`src/rtl/axi_mem_req_master_pkg.sv`:
```
// Shared types and constants for the SRAM-request to AXI4 single-beat master bridge.
package axi_mem_req_master_pkg;

  typedef enum logic [2:0] {
    IDLE    = 3'd0,
    WR_REQ  = 3'd1,
    WR_RESP = 3'd2,
    RD_REQ  = 3'd3,
    RD_DATA = 3'd4
  } state_t;

  localparam logic [1:0] RESP_OKAY   = 2'b00;
  localparam logic [1:0] RESP_EXOKAY = 2'b01;
  localparam logic [1:0] RESP_SLVERR = 2'b10;
  localparam logic [1:0] RESP_DECERR = 2'b11;

  localparam logic [1:0] BURST_INCR = 2'b01;

  function automatic logic resp_is_err(input logic [1:0] resp);
    logic err;
    case (resp)
      RESP_SLVERR, RESP_DECERR: err = 1'b1;
      RESP_OKAY, RESP_EXOKAY:   err = 1'b0;
      default:                  err = 1'b0;
    endcase
    return err;
  endfunction

endpackage

```
`src/rtl/axi_mem_req_master.sv`:
```
// Converts a req/gnt/rvalid memory port into single-beat AXI4 transactions, one outstanding.
// Optional error reporting on err_o is enabled by defining AXI_MEM_REQ_MASTER_ERR_EN.
module axi_mem_req_master
  import axi_mem_req_master_pkg::*;
#(
  parameter int unsigned AXI4_ADDRESS_WIDTH = 32,
  parameter int unsigned AXI4_DATA_WIDTH    = 64,
  parameter int unsigned AXI4_ID_WIDTH      = 16,
  parameter int unsigned AXI4_USER_WIDTH    = 10,
  parameter int unsigned AXI_NUMBYTES       = AXI4_DATA_WIDTH / 8,
  parameter int unsigned MEM_ADDR_WIDTH     = 13,
  parameter logic [AXI4_ADDRESS_WIDTH-1:0] BASE_ADDR = '0,
  parameter int unsigned AXI_ID             = 0
) (
  input  logic                          ACLK,
  input  logic                          ARESETn,

  input  logic                          req_i,
  input  logic                          we_i,
  input  logic [MEM_ADDR_WIDTH-1:0]     addr_i,
  input  logic [AXI4_DATA_WIDTH-1:0]    wdata_i,
  input  logic [AXI_NUMBYTES-1:0]       be_i,
  output logic                          gnt_o,
  output logic                          rvalid_o,
  output logic [AXI4_DATA_WIDTH-1:0]    rdata_o,
  output logic                          err_o,

  output logic [AXI4_ID_WIDTH-1:0]      AWID_o,
  output logic [AXI4_ADDRESS_WIDTH-1:0] AWADDR_o,
  output logic [7:0]                    AWLEN_o,
  output logic [2:0]                    AWSIZE_o,
  output logic [1:0]                    AWBURST_o,
  output logic                          AWLOCK_o,
  output logic [3:0]                    AWCACHE_o,
  output logic [2:0]                    AWPROT_o,
  output logic [3:0]                    AWREGION_o,
  output logic [AXI4_USER_WIDTH-1:0]    AWUSER_o,
  output logic [3:0]                    AWQOS_o,
  output logic                          AWVALID_o,
  input  logic                          AWREADY_i,

  output logic [AXI4_DATA_WIDTH-1:0]    WDATA_o,
  output logic [AXI_NUMBYTES-1:0]       WSTRB_o,
  output logic                          WLAST_o,
  output logic [AXI4_USER_WIDTH-1:0]    WUSER_o,
  output logic                          WVALID_o,
  input  logic                          WREADY_i,

  input  logic [AXI4_ID_WIDTH-1:0]      BID_i,
  input  logic [1:0]                    BRESP_i,
  input  logic [AXI4_USER_WIDTH-1:0]    BUSER_i,
  input  logic                          BVALID_i,
  output logic                          BREADY_o,

  output logic [AXI4_ID_WIDTH-1:0]      ARID_o,
  output logic [AXI4_ADDRESS_WIDTH-1:0] ARADDR_o,
  output logic [7:0]                    ARLEN_o,
  output logic [2:0]                    ARSIZE_o,
  output logic [1:0]                    ARBURST_o,
  output logic                          ARLOCK_o,
  output logic [3:0]                    ARCACHE_o,
  output logic [2:0]                    ARPROT_o,
  output logic [3:0]                    ARREGION_o,
  output logic [AXI4_USER_WIDTH-1:0]    ARUSER_o,
  output logic [3:0]                    ARQOS_o,
  output logic                          ARVALID_o,
  input  logic                          ARREADY_i,

  input  logic [AXI4_ID_WIDTH-1:0]      RID_i,
  input  logic [AXI4_DATA_WIDTH-1:0]    RDATA_i,
  input  logic [1:0]                    RRESP_i,
  input  logic                          RLAST_i,
  input  logic [AXI4_USER_WIDTH-1:0]    RUSER_i,
  input  logic                          RVALID_i,
  output logic                          RREADY_o
);

  localparam int OFFSET_BIT = $clog2(AXI4_DATA_WIDTH) - 3;
  localparam logic [2:0] AX_SIZE = 3'($clog2(AXI_NUMBYTES));

  state_t state_q, state_d;

  logic                          awvalid_q, awvalid_d;
  logic                          wvalid_q, wvalid_d;
  logic                          arvalid_q, arvalid_d;
  logic                          bready_q, bready_d;
  logic                          rready_q, rready_d;
  logic                          rvalid_q, rvalid_d;
  logic                          aw_done_q, aw_done_d;
  logic                          w_done_q, w_done_d;
  logic                          latch_req;
  logic                          capture_b;
  logic                          capture_r;
  logic                          gnt;

  logic [AXI4_ADDRESS_WIDTH-1:0] addr_q;
  logic [AXI4_DATA_WIDTH-1:0]    wdata_q;
  logic [AXI_NUMBYTES-1:0]       be_q;
  logic [AXI4_DATA_WIDTH-1:0]    rdata_q;
  logic [AXI4_ADDRESS_WIDTH-1:0] axi_addr;

  // Word address scaled to a byte address of one full data beat.
  assign axi_addr = BASE_ADDR + (AXI4_ADDRESS_WIDTH'(addr_i) << OFFSET_BIT);

  always_comb begin
    state_d   = state_q;
    awvalid_d = awvalid_q;
    wvalid_d  = wvalid_q;
    arvalid_d = arvalid_q;
    bready_d  = bready_q;
    rready_d  = rready_q;
    rvalid_d  = 1'b0;
    aw_done_d = aw_done_q;
    w_done_d  = w_done_q;
    latch_req = 1'b0;
    capture_b = 1'b0;
    capture_r = 1'b0;
    gnt       = 1'b0;

    case (state_q)
      IDLE: begin
        gnt = req_i;
        if (req_i) begin
          latch_req = 1'b1;
          if (we_i) begin
            awvalid_d = 1'b1;
            wvalid_d  = 1'b1;
            aw_done_d = 1'b0;
            w_done_d  = 1'b0;
            state_d   = WR_REQ;
          end else begin
            arvalid_d = 1'b1;
            state_d   = RD_REQ;
          end
        end
      end

      WR_REQ: begin
        if (awvalid_q && AWREADY_i) begin
          awvalid_d = 1'b0;
          aw_done_d = 1'b1;
        end
        if (wvalid_q && WREADY_i) begin
          wvalid_d = 1'b0;
          w_done_d = 1'b1;
        end
        // AW and W complete independently; move on once both have landed.
        if (aw_done_d && w_done_d) begin
          bready_d = 1'b1;
          state_d  = WR_RESP;
        end
      end

      WR_RESP: begin
        if (BVALID_i) begin
          bready_d  = 1'b0;
          rvalid_d  = 1'b1;
          capture_b = 1'b1;
          state_d   = IDLE;
        end
      end

      RD_REQ: begin
        if (ARREADY_i) begin
          arvalid_d = 1'b0;
          rready_d  = 1'b1;
          state_d   = RD_DATA;
        end
      end

      RD_DATA: begin
        if (RVALID_i) begin
          rready_d  = 1'b0;
          rvalid_d  = 1'b1;
          capture_r = 1'b1;
          state_d   = IDLE;
        end
      end

      default: begin
        state_d = IDLE;
      end
    endcase
  end

  always_ff @(posedge ACLK or negedge ARESETn) begin
    if (!ARESETn) begin
      state_q   <= IDLE;
      awvalid_q <= 1'b0;
      wvalid_q  <= 1'b0;
      arvalid_q <= 1'b0;
      bready_q  <= 1'b0;
      rready_q  <= 1'b0;
      rvalid_q  <= 1'b0;
      aw_done_q <= 1'b0;
      w_done_q  <= 1'b0;
      addr_q    <= '0;
      wdata_q   <= '0;
      be_q      <= '0;
      rdata_q   <= '0;
    end else begin
      state_q   <= state_d;
      awvalid_q <= awvalid_d;
      wvalid_q  <= wvalid_d;
      arvalid_q <= arvalid_d;
      bready_q  <= bready_d;
      rready_q  <= rready_d;
      rvalid_q  <= rvalid_d;
      aw_done_q <= aw_done_d;
      w_done_q  <= w_done_d;
      if (latch_req) begin
        addr_q <= axi_addr;
      end
      if (latch_req && we_i) begin
        wdata_q <= wdata_i;
        be_q    <= be_i;
      end
      if (capture_r) begin
        rdata_q <= RDATA_i;
      end
    end
  end

`ifdef AXI_MEM_REQ_MASTER_ERR_EN
  logic err_q;

  always_ff @(posedge ACLK or negedge ARESETn) begin
    if (!ARESETn) begin
      err_q <= 1'b0;
    end else begin
      err_q <= (capture_b && resp_is_err(BRESP_i)) || (capture_r && resp_is_err(RRESP_i));
    end
  end

  assign err_o = err_q;

  logic unused_inputs;
  assign unused_inputs = ^{BID_i, BUSER_i, RID_i, RLAST_i, RUSER_i};
`else
  assign err_o = 1'b0;

  logic unused_inputs;
  assign unused_inputs = ^{BID_i, BUSER_i, RID_i, RLAST_i, RUSER_i, BRESP_i, RRESP_i};
`endif

  assign gnt_o    = gnt;
  assign rvalid_o = rvalid_q;
  assign rdata_o  = rdata_q;

  // Single-beat INCR bursts with all side-band attributes at their neutral values.
  assign AWID_o     = AXI4_ID_WIDTH'(AXI_ID);
  assign AWADDR_o   = addr_q;
  assign AWLEN_o    = 8'd0;
  assign AWSIZE_o   = AX_SIZE;
  assign AWBURST_o  = BURST_INCR;
  assign AWLOCK_o   = 1'b0;
  assign AWCACHE_o  = 4'd0;
  assign AWPROT_o   = 3'd0;
  assign AWREGION_o = 4'd0;
  assign AWUSER_o   = '0;
  assign AWQOS_o    = 4'd0;
  assign AWVALID_o  = awvalid_q;

  assign WDATA_o    = wdata_q;
  assign WSTRB_o    = be_q;
  assign WLAST_o    = 1'b1;
  assign WUSER_o    = '0;
  assign WVALID_o   = wvalid_q;

  assign BREADY_o   = bready_q;

  assign ARID_o     = AXI4_ID_WIDTH'(AXI_ID);
  assign ARADDR_o   = addr_q;
  assign ARLEN_o    = 8'd0;
  assign ARSIZE_o   = AX_SIZE;
  assign ARBURST_o  = BURST_INCR;
  assign ARLOCK_o   = 1'b0;
  assign ARCACHE_o  = 4'd0;
  assign ARPROT_o   = 3'd0;
  assign ARREGION_o = 4'd0;
  assign ARUSER_o   = '0;
  assign ARQOS_o    = 4'd0;
  assign ARVALID_o  = arvalid_q;

  assign RREADY_o   = rready_q;

endmodule

```
`config.mk`:
```
export PLATFORM = sky130hd
export DESIGN_NAME = axi_mem_req_master
export DESIGN_NICKNAME = d
export VERILOG_FILES = /design/src/rtl/axi_mem_req_master_pkg.sv /design/src/rtl/axi_mem_req_master.sv
export SDC_FILE = /design/constraint.sdc
export NUM_CORES = 1
export LEC_CHECK = 0
export ABC_AREA = 1
export CORE_AREA = 2 2 210 212
export CTS_CLUSTER_DIAMETER = 80
export DETAILED_ROUTE_END_ITERATION = 12
export DIE_AREA = 0 0 212 214
export HOLD_SLACK_MARGIN = 0.06
export PLACE_DENSITY = 0.52
export SLEW_MARGIN = 20
export SYNTH_ARGS = -nofsm -noshare
export SYNTH_HDL_FRONTEND = slang
export SYNTH_SLANG_ARGS = --single-unit
```
`constraint.sdc`:
```
create_clock -name ACLK -period 4.3 [get_ports ACLK]
set_clock_uncertainty 0.1 [all_clocks]
set_input_delay 0.645 -clock ACLK [delete_from_list [all_inputs] [get_ports ACLK]]
set_output_delay 0.645 -clock ACLK [all_outputs]
set_load 0.02 [all_outputs]
```
==> results.yml, run 1 <==
setup_path:
  cp.arrival_ps: 2390
  rr_worst_depth: 7
  crit_fanout: 16
  crit_buf_inv: 3
  path_cells: "clkdlybuf4s50_1 -> nand3_4 -> inv_2 -> clkdlybuf4s50_1"
  required_ps: 3560
  cpMostUsedCell: "clkdlybuf4s50_1"
  worst_setup_path_start_kind: "input port"
  rrSetupSlack_ps: 2120
  end_kind: "output pin"
  critPathKind: "input port to output pin"
  worst-path-stages: 4
  cp_top_family: "buffers and inverters"
  cpPeakStageDelay_ps: 670
  crit_path_top_delay_cell: "clkdlybuf4s50_1"
floorplan:
  row_count: 76
  core_um2: 42900
  die_area_um2: 45400
  start_util: 0.175
  io_pins: 544
  die_w_um: 212
  die_h_um: 214
power_and_ir_drop:
  combPwrFrac: 0.474
  p_sw_mw: 3.09
  p_total_mw: 7.73
  pwr-share-clk: 0.194
  ir_drop_mv: 0.288
  swShare: 0.400
  internal_power_mw: 4.64
  p_leak_nw: 5.55
  p_per_area_nw_per_um2: 687
  p_seq_frac: 0.331
layout:
  final_cells: 1783
  drive_above_1_share: 0.0409
  final_common_cell: "nand2_1"
  seq_area_um2: 4000
  nNetsFinal: 1400
  fillCellCount: 4639
  antennaDiodeCount: 0
  mostFrequentLayoutCells: "469 x nand2_1, 325 x clkdlybuf4s50_1, 160 x dfrtp_1, 160 x conb_1, 17 x clkbuf_16"
  multi_input_comb_area_um2: 2510
  design_area_um2: 11300
  area_delta_synth_final_pct: 49.6
clock_network:
  clkTransAtPathRegs_ps: 60
  htree_levels: 4
  cts_buffers: 17
  clk_latency_ps: 450
  clockBufferDepth: 2
  cts_resized: 0
  clock_sinks: 160
  root_buffer: "clkbuf_16"
  cts_tree: "built"
  hold_buffers: 1
  post-cts-setup-buffers: 0
synthesis:
  mappedNetlistArea_um2: 7520
  yosys.area_share.xor_xnor: 0
  ys_ff_latch: 160
  yosys.cell_types.count: 18
  syn_area_per_cell_um2: 8.60
  synth_warnings: 0
  yosysSeqAreaShare: 0.532
  yosys.area_share.adder: 0
  yosysTopAreaCell: "dfrtp_1"
  synth_top_family_by_area: "simple AND/OR/NAND/NOR gates"
  yosys-top-cells-area: "dfrtp_1 53%, nand2_1 23%, buf_4 19%"
  synth-simple-area-share: 0.247
  synth_compound_area_frac: 0.00599
  synthCells: 875
  yosys-mux-area-fraction: 0
  synth_top_area_share: 0.532
status:
  status: "completed"
placed_design:
  post-place-cells: 1750
  hpwl_mm: 16.2
  post_dp_cell_area_um2: 10700
  io_buffers: 326
  gp_congestion: 0.707
min_path:
  min_path_cells: 2
  min_path_type: "register to register"
drt:
  ant_nets: 0
  dr.pass1.iters: 4
  drt_wl_total_mm: 22.3
  vias: 5988
  vias_per_cell: 3.36
  drcViolationCount: 0
  drt_iter0_drc: 285
  routedWlPerCell_um: 12.5
global_routing:
  grtUsageMet2: 0.161
  antenna_found_initial: 2
  grt_overflow: 0
  grt_use_met1: 0.109
  grtUsageMet3: 0.0468
  grt_pass1_vias: 5784
  grt_pass1_wl_mm: 33.3
  grt_max_degree: 79
  grt.busiest_layer: "met2"
  grt_usage: 0.0969
sta:
  fmax_mhz: 319
  setup_viol: 0
  rsz0062_at_grt: "false"
  finalHoldViolations: 0
  setup_tns_ps: 0
  fin_crit_sh: 0.729
  drv_slew: 0
  fin_crit_ps: 3130
  worst_slew_pin_slew_ps: 899
  maxSlewHeadroom: 0.401
job:
  max_cap_viol_count: 0
## power by group through the flow
stage	logic, mW	registers, mW	clock network (mW)
2_1_floorplan	1.18	3.37	0
3_3_place_gp	3.70	2.56	0
3_5_place_dp	3.73	2.58	0
4_1_cts	3.73	2.57	1.58
5_1_grt	3.96	2.65	1.64
6_report	3.67	2.56	1.50
## through the flow
step | worst slack, ps | utilization | hold WS (ps)
floorplan | 2490 | - | 249
global placement | 1160 | 0.249 | 351
detailed placement | 1160 | 0.249 | 358
CTS | 1140 | 0.262 | 374
global route | 1040 | 0.262 | 389
finish | 1170 | 0.262 | 371
## flip-flops by register name (all words and copies together), names as in the netlist
| name | flops |
|---|---|
| w_done_q | 1 |
| aw_done_q | 1 |
| ARADDR_o | 13 |
| RREADY_o | 1 |
| WVALID_o | 1 |
| WDATA_o | 64 |
| rvalid_o | 1 |
| BREADY_o | 1 |
| WSTRB_o | 8 |
| AWVALID_o | 1 |
| rdata_o | 64 |
| state_q | 3 |
| ARVALID_o | 1 |
## synthesized netlist by cell type (all sizes together)
cell type	instances
o21ai	4
conb	2
and2	1
dfrtp	160
a21oi	2
nand3	7
nor2	9
inv	14
clkbuf	3
buf	201
nand2	470
o21a	2
## final timing paths
check / start / to
max in group asynchronous: ARESETn / rdata_o[26]
hold reg to reg: rdata_o[19] / rdata_o[19]
setup reg to reg: state_q[2] / WDATA_o[6]
min in group asynchronous: ARESETn / rdata_o[30]
setup / recovery: req_i / gnt_o
hold / removal: rdata_o[19] / rdata_o[19]
## worst min-delay path, delay by kind of cell (launching register included)
kind | cells | cell delay (ps)
flops | 1 | 340
simple gates | 2 | 100
## final cells by class
class / instances / share of cell area
Clock buffer: 18 / 0.0381
Clock inverter: 14 / 0.0117
Inverter: 14 / 0.00489
Multi-Input combinational cell: 655 / 0.223
Sequential cell: 160 / 0.356
Tap cell: 585 / 0.0650
Timing Repair Buffer: 337 / 0.301
## per-layer routing
layer	wire length (um)	up-vias
met3	2150	19
met1	9060	2804
met4	279	4
met2	10800	246
li1	-	2915
met5	23	-
## kinds of logic after synthesis
group | after synthesis
AOI/OAI and AO/OA | 8
buffers and inverters | 218
DFF | 160
other | 2
and+or+nand+nor | 487
Power figures use the tool's default switching activity.
==> run 2: changes to the inputs <==
CORE_AREA = 2 2 213 215   (was 2 2 210 212)
DIE_AREA = 0 0 215 217   (was 0 0 212 214)
PLACE_DENSITY = 0.51   (was 0.52)
clock period = 3.3 ns   (was 4.3 ns; I/O delays follow)
==> run 2 against run 1 <==
Against the previous run: combinational power is 29% higher; first-iteration DRC count up 7.7%; global-route usage fell by 0.62 points; flip-flop and latch count unchanged; sequential power up 30%; die area up 2.8%; clock-buffer cell count up 3; sequential share of layout area fell by 0.13 points; highest routed layer is now met4.
==> results.yml, run 2 (synthesis gave the netlist of run 1 again) <==
layout:
  drive_above_1_share: 0.0409
  nNetsFinal: 1401
  antennaDiodeCount: 0
  area_delta_synth_final_pct: 50.1
  design_area_um2: 11300
  mostFrequentLayoutCells: "469 x nand2_1, 325 x clkdlybuf4s50_1, 160 x dfrtp_1, 160 x conb_1, 17 x clkbuf_16"
  final_cells: 1799
  fillCellCount: 4908
  final_common_cell: "nand2_1"
floorplan:
  start_util: 0.168
  io_pins: 544
  core_um2: 44700
  die_h_um: 217
  row_count: 78
  die_w_um: 215
  die_area_um2: 46700
drt:
  ant_nets: 0
  drcViolationCount: 0
  vias: 5881
  routedWlPerCell_um: 11.8
  vias_per_cell: 3.27
  drt_wl_total_mm: 21.3
  dr.pass1.iters: 4
  drt_iter0_drc: 307
placed_design:
  io_buffers: 326
  place_ws_ps: 677
  hpwl_mm: 15.4
  gp_congestion: 0.794
  post-place-cells: 1766
  post_dp_cell_area_um2: 10700
clock_network:
  clockBufferDepth: 2
  clock_sinks: 160
  cts_tree: "built"
  root_buffer: "clkbuf_16"
  htree_levels: 4
  clkTransAtPathRegs_ps: 70
  cts_buffers: 17
  clk_latency_ps: 440
  post-cts-setup-buffers: 0
setup_path:
  required_ps: 2700
  cpPeakStageDelay_ps: 610
  crit_fanout: 16
  critPathKind: "register to output pin"
  path_cells: "nor2_4 -> nand3_4 -> inv_2 -> clkdlybuf4s50_1"
  end_kind: "output pin"
  crit_path_top_delay_cell: "clkdlybuf4s50_1"
  worst_setup_path_start_kind: "register"
  cp.arrival_ps: 2040
power_and_ir_drop:
  p_leak_nw: 5.56
  p_per_area_nw_per_um2: 894
  ir_drop_mv: 0.363
sta:
  setup_viol: 0
  rsz0062_at_grt: "false"
  fin_crit_ps: 2630
  worst_slack_ps: 668
  finalHoldViolations: 0
  drv_slew: 0
  whs_ps: 369
  setup_tns_ps: 0
  fmax_mhz: 380
  worst_slew_pin_slew_ps: 731
  fin_crit_sh: 0.797
  maxSlewHeadroom: 0.513
global_routing:
  grt_pass1_wl_mm: 32.4
  grt_max_degree: 66
  grt_overflow: 0
  antenna_found_initial: 0
  grt_usage: 0.0906
  grt_pass1_vias: 5662
status:
  status: "completed"
job:
  max_cap_viol_count: 0
min_path:
  min_path_type: "register to register"
==> run 2: cell count changes in the layout (fill, tap and decap cells not counted), moves of 2 or more <==
cell      before  now
clkinv_2       3    1
inv_6          4    2
clkbuf_8       0    2
buf_4          7    9
==> run 2: path summary, 6_finish.rpt <==
| kind | startpoint | end | slack (ps) | depth (start not counted) |
|---|---|---|---|---|
| setup / recovery | state_q[0] | gnt_o | 670 | 4 |
| hold / removal | rdata_o[27] | rdata_o[27] | 370 | 2 |
| setup reg to reg | state_q[0] | rdata_o[37] | 1330 | 6 |
| hold reg to reg | rdata_o[27] | rdata_o[27] | 370 | 2 |
| max in group asynchronous | ARESETn | WDATA_o[27] | 1850 | 3 |
| min in group asynchronous | ARESETn | WDATA_o[62] | 510 | 2 |
==> run 2: where the power goes <==
group	total, mW	internal [mW]	switching [mW]	leakage (nW)
Sequential	3.34	2.84	0.499	2.01
Combinational	4.74	2.15	2.59	3.27
Clock	2.02	1.16	0.861	0.276
==> run 2: critical path, delay by kind of cell (launching register included) <==
kind	cells	cell delay, ps
DFF	1	430
buffers and inverters	2	770
and+or+nand+nor	2	390
==> run 2: stage by stage <==
step,util,total power [mW]
2_1_floorplan,-,5.94
3_3_place_gp,0.239,8.14
4_1_cts,0.253,10.3
6_report,0.253,10.1
5_1_grt,0.253,10.8
3_5_place_dp,0.239,8.17
==> run 2: metal layers <==
metal  GRT usage  wire, um  vias to the layer above
li1            -         -                     2918
met1       0.108      9200                     2718
met2       0.146     10300                      236
met3      0.0359      1650                        9
met4      0.0372       184                        0
met5           0         0                        -
==> run 2: repair_timing <==
action                     CTS  global route
setup endpoints to repair    0             0
hold endpoints to repair    54             0
gates resized for setup      0             0
hold buffers                 1             0
==> run 2: area by class of cell <==
class / instances / area (um^2) / area share
Inverter: 14 / 52.6 / 0.00465
Clock buffer: 21 / 460 / 0.0408
Timing Repair Buffer: 338 / 3380 / 0.299
Clock inverter: 11 / 130 / 0.0115
Sequential cell: 160 / 4000 / 0.354
Tap cell: 600 / 751 / 0.0665
Multi-Input combinational cell: 655 / 2510 / 0.223
==> run 3: changes to the inputs <==
clock period = 2.44 ns   (was 3.3 ns; I/O delays follow)
==> run 3 against run 2 <==
Against the previous run: wire length grew 1.2%; flip-flop and latch count is the same; non-clock buffer count grew 4; core utilization grew 0.090 points; clock-buffer cell count shrank 1; sequential power grew 35%; sequential share of layout area shrank 0.13 points; final cell count grew 0.17%; global-route usage grew 0.22 points; critical path depth is the same; critical path type unchanged; largest cell class unchanged.
==> results.yml, run 3 (synthesis gave the netlist of run 1 again) <==
layout:
  antennaDiodeCount: 0
  multi_input_comb_area_um2: 2510
  drive_above_1_share: 0.0433
  final_cells: 1802
  design_area_um2: 11300
  area_delta_synth_final_pct: 50.6
  nNetsFinal: 1405
  mostFrequentLayoutCells: "469 x nand2_1, 324 x clkdlybuf4s50_1, 160 x dfrtp_1, 160 x conb_1, 17 x clkbuf_16"
  fillCellCount: 4897
  final_common_cell: "nand2_1"
  seq_area_um2: 4000
power_and_ir_drop:
  p_per_area_nw_per_um2: 1190
  p_total_mw: 13.5
  p_leak_nw: 5.57
  ir_drop_mv: 0.526
sta:
  fmax_mhz: 479
  setup_tns_ps: 0
  maxSlewHeadroom: 0.593
  finalHoldViolations: 0
  rsz0062_at_grt: "false"
  fin_crit_ps: 2090
  setup_viol: 0
  drv_slew: 0
  worst_slew_pin_slew_ps: 611
  fin_crit_sh: 0.855
placed_design:
  io_buffers: 326
  gp_congestion: 0.785
  post-place-cells: 1770
  post_dp_cell_area_um2: 10800
  hpwl_mm: 15.9
setup_path:
  crit_path_top_delay_cell: "dfrtp_1"
  worst-path-stages: 4
  worst_setup_path_start_kind: "register"
  rr_worst_depth: 8
  path_cells: "nor2_4 -> nand3_4 -> inv_2 -> dlygate4sd2_1"
  crit_fanout: 4
  rr_endpoint: "WSTRB_o[6]"
  cp_top_family: "buffers and inverters"
  required_ps: 1970
  r2r-start: "state_q[0]"
  cp.arrival_ps: 1620
  critPathLaunch: "state_q[0]"
  end_kind: "output pin"
  cpPeakStageDelay_ps: 430
  worstSetupEndpoint: "gnt_o"
  rrSetupSlack_ps: 790
  critPathKind: "register to output pin"
  crit_buf_inv: 2
clock_network:
  htree_levels: 4
  cts_tree: "built"
  cts_buffers: 17
  post-cts-setup-buffers: 0
  root_buffer: "clkbuf_16"
  clkTransAtPathRegs_ps: 60
  clk_latency_ps: 460
  clockBufferDepth: 2
  clock_sinks: 160
drt:
  dr.pass1.iters: 4
  vias: 5975
  drt_iter0_drc: 306
  ant_nets: 0
  drt_wl_total_mm: 21.6
  routedWlPerCell_um: 12.0
  drcViolationCount: 0
  vias_per_cell: 3.32
job:
  max_cap_viol_count: 0
global_routing:
  grt_overflow: 0
  grtUsageMet2: 0.146
  grt_use_met1: 0.109
  grtUsageMet3: 0.0453
  grt_pass1_vias: 5724
  grt.busiest_layer: "met2"
  grt_usage: 0.0928
  grt_max_degree: 55
  grt_pass1_wl_mm: 33.0
  antenna_found_initial: 0
status:
  status: "completed"
floorplan:
  die_w_um: 215
  start_util: 0.168
  core_um2: 44700
  die_area_um2: 46700
  io_pins: 544
  die_h_um: 217
  row_count: 78
min_path:
  min_path_cells: 3
  min_path_type: "input port to register"
  hp-start: "wdata_i[16]"
[run 3: worst min-delay path by stage]
stage               slack (ps)           end
floorplan                  -30  ARADDR_o[10]
global placement           320    WSTRB_o[2]
detailed placement         310    WSTRB_o[2]
CTS                        270   WDATA_o[16]
global route               300   rdata_o[10]
finish                     330   WDATA_o[16]
[run 3: per-stage QoR]
stage / hold WS, ps / util / setup slack [ps]
floorplan: -29.6 / - / 974
global placement: 318 / 0.241 / 245
detailed placement: 307 / 0.241 / 240
CTS: 271 / 0.254 / 270
global route: 300 / 0.254 / 226
finish: 332 / 0.254 / 354
[run 3: area by class of cell]
| class | count | area share |
|---|---|---|
| timing repair buffer | 342 | 0.306 |
| sequential | 160 | 0.353 |
| multi-input combinational | 655 | 0.222 |
| clock inverter | 11 | 0.00817 |
| inverter | 14 | 0.00464 |
| tap | 600 | 0.0662 |
| clock buffer | 20 | 0.0394 |
[run 3: routing by layer]
metal	up-vias	wire length [um]
met3	20	1980
met2	242	10100
met5	-	0
met4	0	323
met1	2791	9120
li1	2922	-
[run 3: timing repair]
item                                    CTS  global route
resized for setup                         1             0
endpoints found under the setup margin    1             0
hold buffers                              1             0
hold endpoints to repair                 49             0
[run 3: tightest hold or removal path, stage by stage]
cell,delay [ps]
clkdlybuf4s50_1,390
nand2_1,60
nand2_1,40
[run 3: where the power goes]
| part | internal (mW) | switching [mW] |
|---|---|---|
| clock | 1.41 | 1.12 |
| sequential | 3.84 | 0.677 |
| combinational | 2.93 | 3.52 |
| total | 8.19 | 5.33 |
